===== src/rtl/shift_reg_pkg.sv =====
// Mode encoding shared by the product register and the multiplier controller.
package shift_reg_pkg;

   localparam logic [1:0] MODE_HOLD = 2'b00;
   localparam logic [1:0] MODE_LOAD = 2'b01;
   localparam logic [1:0] MODE_SHR  = 2'b10;
   localparam logic [1:0] MODE_SHL  = 2'b11;

   // True for either shift encoding; both share the mode[1] bit.
   function automatic logic is_shift(input logic [1:0] mode);
      return mode[1];
   endfunction

endpackage


===== src/rtl/sat_counter.sv =====
// Saturating up-counter with synchronous clear and a registered at-maximum flag.
module sat_counter #(
   parameter int unsigned MAX = 8,
   parameter int unsigned W   = $clog2(MAX + 1)
) (
   input  logic         clk,
   input  logic         reset,
   input  logic         clear,
   input  logic         inc,
   output logic [W-1:0] count,
   output logic         atMax
);

   logic [W-1:0] count_nxt;

   // Next count: clear wins, increments stop at MAX.
   always_comb begin
      count_nxt = count;
      if (clear) begin
         count_nxt = '0;
      end else if (inc && (count < W'(MAX))) begin
         count_nxt = count + W'(1);
      end
   end

   always_ff @(posedge clk) begin
      if (reset) begin
         count <= '0;
         atMax <= 1'b0;
      end else begin
         count <= count_nxt;
         atMax <= (count_nxt == W'(MAX));
      end
   end

endmodule


===== src/rtl/shift_reg_ctr.sv =====
// Parametrised product register: load, hold, left/right shift with serial
// in/out, plus a saturating shift counter whose done flag marks WIDTH shifts.
module shift_reg_ctr
   import shift_reg_pkg::*;
#(
   parameter  int unsigned WIDTH = 8,
   localparam int unsigned CNT_W = $clog2(WIDTH + 1)
) (
   input  logic             clk,
   input  logic             reset,
   input  logic [1:0]       mode,
   input  logic             serialIn,
   input  logic [WIDTH-1:0] inData,
   output logic [WIDTH-1:0] outData,
   output logic             serialOut,
   output logic [CNT_W-1:0] shiftCount,
   output logic             done
);

   always_ff @(posedge clk) begin
      if (reset) begin
         outData   <= '0;
         serialOut <= 1'b0;
      end else begin
         case (mode)
            MODE_HOLD: begin
               outData   <= outData;
               serialOut <= serialOut;
            end
            MODE_LOAD: begin
               outData   <= inData;
               serialOut <= serialOut;
            end
            MODE_SHR: begin
               outData   <= {serialIn, outData[WIDTH-1:1]};
               serialOut <= outData[0];
            end
            MODE_SHL: begin
               outData   <= {outData[WIDTH-2:0], serialIn};
               serialOut <= outData[WIDTH-1];
            end
         endcase
      end
   end

   // Direction is not tracked: any shift advances the same counter.
   sat_counter #(
      .MAX (WIDTH),
      .W   (CNT_W)
   ) u_shift_cnt (
      .clk   (clk),
      .reset (reset),
      .clear (mode == MODE_LOAD),
      .inc   (is_shift(mode)),
      .count (shiftCount),
      .atMax (done)
   );

endmodule


===== config.mk =====
export PLATFORM = sky130hd
export DESIGN_NAME = shift_reg_ctr
export DESIGN_NICKNAME = d
export VERILOG_FILES = /design/src/rtl/shift_reg_pkg.sv /design/src/rtl/sat_counter.sv /design/src/rtl/shift_reg_ctr.sv
export SDC_FILE = /design/constraint.sdc
export NUM_CORES = 1
export LEC_CHECK = 0
export BUFFER_PORTS_ARGS = -buffer_cell sky130_fd_sc_hd__buf_2
export CAP_MARGIN = 10
export CORE_MARGIN = 2
export CORE_UTILIZATION = 45
export CTS_BUF_LIST = sky130_fd_sc_hd__clkbuf_2 sky130_fd_sc_hd__clkbuf_4 sky130_fd_sc_hd__clkbuf_8
export CTS_CLUSTER_DIAMETER = 200
export DETAILED_ROUTE_END_ITERATION = 8
export HOLD_SLACK_MARGIN = 0.1
export PLACE_DENSITY = 0.84
export SYNTH_ARGS = -nofsm -noshare
export SYNTH_HDL_FRONTEND = slang
export SYNTH_SLANG_ARGS = --single-unit

===== constraint.sdc =====
create_clock -name clk -period 1.6 [get_ports clk]
set_input_delay 0.48 -clock clk [delete_from_list [all_inputs] [get_ports clk]]
set_output_delay 0.48 -clock clk [all_outputs]
set_load 0.1 [all_outputs]

==> out/results.md <==
## Routing
• number of optimization iterations in the first detailed-route pass: 4
• iteration-0 DRC count of the detailed router: 14
• DR WL/cell: 14.3 µm
• total wire length: 1520 µm
• final antenna-violating net count: 0
• remaining design rule violation count: 0
• post-detailed-route via-to-cell ratio: 5.42
• vias after detailed routing: 574

## Critical path
• dominant delay contributor by cell family on the critical path: buffers and inverters
• nature of the critical path endpoint: output pin
• cells traversed along the worst timing path: buf_2
• biggest fanout along the worst timing path: 5
• crit path kind: register to output pin
• Crit path largest cell delay: 430 ps
• data arrival time of the critical path: 1080 ps
• slowest stage cell on the critical path: buf_2
• critical path data required time: 1120 ps
• element type at the critical path start: register
• CP Buf/Inv Count: 1

## Place
• total of buffers placed on input and output ports: 26
• hpwl dp: 1170 µm
• number of placed instances with taps included: 102
• last weighted congestion value of the routability-driven placer: 0.777

## STA
• max_slew headroom: 67.6%
• crit path time final: 1560 ps
• final-report setup violation count: 0
• RSZ-0062 raised after global routing: false
• max-slew violation count: 0
• final hold vios: 0
• final cycle utilization of the critical path: 97.7%
• Worst-Margin Slew: 489 ps
• final total negative setup slack: 0 ps
• final worst clock skew: 3.20 ps
• f_max: 640 MHz

## Clocking
• Max Buffers Root-to-Sink: 2
• H-tree depth: 1
• worst-skew pair later-pin latency: 280 ps
• clock edge transition at the registers on the reported setup and hold paths: 80 ps
• root cell of the clock tree: clkbuf_4
• TritonCTS clock tree: yes
• clk sinks: 14
• number of CTS-inserted buffers: 3

## Floorplanning
• total die area: 1980 µm²
• I/O pin count: 27
• Die X: 44.5 µm
• placeable core region: 1520 µm²
• Starting Density: 48.4%
• Die H: 44.5 µm
• Site Rows: 14

## Power and ir drop
• Max IR drop VDD: 0.000431 V
• power per cell area: 906 nW/µm²
• leakage power figure: 0.420 nW

## Synth
• FF+latch count, synth: 14
• Synth Warn #: 0
• Netlist cell types: 23
• number of instances in the synthesized netlist: 61
• Seq/Total Area, Yosys: 38.0%
• mean cell area of the mapped netlist: 12.1 µm²
• number of nets produced by synthesis: 75
• post-synthesis instance area: 738 µm²

## Hold path
• worst min-delay path category: register to register

## Global routing
• grt total ovfl: 0
• first-pass GRT wire length: 2600 µm
• number of global-route vias before repair: 559
• GRT Resource Usage Total: 18.0%
• antenna violations before repair: 0
• maximum number of pins on one net before global-route repair: 14

## Final layout
• share of post-route cells with drive strength above 1: 54.4%
• Ant. Diodes: 0
• total area of multi-input combinational cells: 428 µm²
• count of placed standard cells in the final layout, fillers left out: 106
• synth-to-layout area growth: 34.4%
• count of fill cells added during filler insertion: 116
• Layout Nets: 105
• Sequential cell area: 290 µm²

## Job
• max-capacitance violation count: 0

## Status
• result of the run: completed

path summary, 6_finish.rpt:
kind                         from                 to  slack (ps)  depth (start not counted)
min reg2reg             serialOut          serialOut         510                          2
max reg2reg  u_shift_cnt.count[0]  u_shift_cnt.atMax         230                          5
min                     serialOut          serialOut         510                          2
max          u_shift_cnt.count[1]      shiftCount[1]          40                          1
cells in the mapped netlist:
cell type | instances | area, µm²
a211oi_1 | 1 | 7.51
a21oi_1 | 1 | 5.00
a21oi_2 | 1 | 8.76
a22oi_1 | 1 | 7.51
a22oi_2 | 1 | 12.5
a41oi_1 | 1 | 8.76
buf_4 | 2 | 15.0
buf_6 | 1 | 11.3
clkbuf_1 | 1 | 3.75
dfxtp_1 | 14 | 280
ha_1 | 1 | 12.5
mux2_4 | 1 | 15.0
mux2i_1 | 1 | 10.0
mux4_2 | 8 | 180
nand2_1 | 3 | 11.3
nand2b_1 | 1 | 6.26
nor2_1 | 7 | 26.3
nor2b_1 | 9 | 56.3
nor3_4 | 1 | 16.3
nor3b_1 | 1 | 7.51
o32a_1 | 1 | 10.0
xnor2_1 | 2 | 17.5
xor2_1 | 1 | 8.76
flip-flops by register name, indices dropped and copies added (netlist names):
register,cells
outData,8
u_shift_cnt.atMax,1
serialOut,1
u_shift_cnt.count,4
cells by family (layout without fill, tap and decap cells):
kind of cell             Yosys count  after routing  share of synthesized area, %
XOR/XNOR                           3              3                          3.56
flip-flops                        14             14                          38.0
AND/OR/NAND/NOR                   22             22                          16.8
AO/OA/AOI/OAI                      7              7                          8.14
multiplexers                      10             10                          27.8
buffers and inverters              4             33                          4.07
adder cells (fa/ha/maj)            1              1                          1.69
metal layers:
metal,routed length (µm),part of all wire [%],GRT usage (%),up-vias
met1,657,43,23.4,273
met3,41,2.7,2.45,4
met5,0,0,0,-
met2,793,52,29.3,15
met4,27,1.8,9.09,0
li1,-,-,-,282
final cells by class:
| cell class | instances | area share, % |
|---|---|---|
| repair buffers | 29 | 21.9 |
| multi-input cells | 43 | 43.1 |
| clock buffers | 4 | 3.66 |
| flip-flops and latches | 14 | 29.3 |
| well taps | 16 | 2.02 |
placed cells by master, fill, tap and decap left out, types with 2 or more instances in the layout:
cell	instances
dfxtp_2	2
nor2_1	7
dfxtp_1	10
buf_4	5
nor2b_1	9
xnor2_1	2
buf_2	15
dfxtp_4	2
nand2_1	3
clkbuf_4	9
mux4_2	8
buf_12	3
report_power, final:
group          internal (W)  total, W  switching (W)
combinational     0.0000905  0.000263       0.000172
clock              0.000138  0.000251       0.000113
sequential         0.000364  0.000384      0.0000197
total              0.000593  0.000898       0.000305
what timing repair did:
item,in CTS,in global routing
endpoints found under the setup margin,2,6
resized for setup,2,6
endpoints found under the hold margin,0,0
buffers inserted,0,0
hold buffers,0,0
metrics by stage:
step | utilization (%) | power (W) | setup WS, ps | area (µm²) | hold slack (ps)
after floorplan | - | 0.000596 | 81.5 | 748 | 545
after global placement | 61.4 | 0.000646 | 71.3 | 936 | 493
after detailed placement | 61.4 | 0.000650 | 40.5 | 936 | 496
after CTS | 64.1 | 0.000903 | 0.867 | 977 | 508
after global routing | 65.1 | 0.000935 | 9.59 | 992 | 550
final | 65.1 | 0.000898 | 36.5 | 992 | 506
No activity file was read; power rests on OpenSTA's default activity.
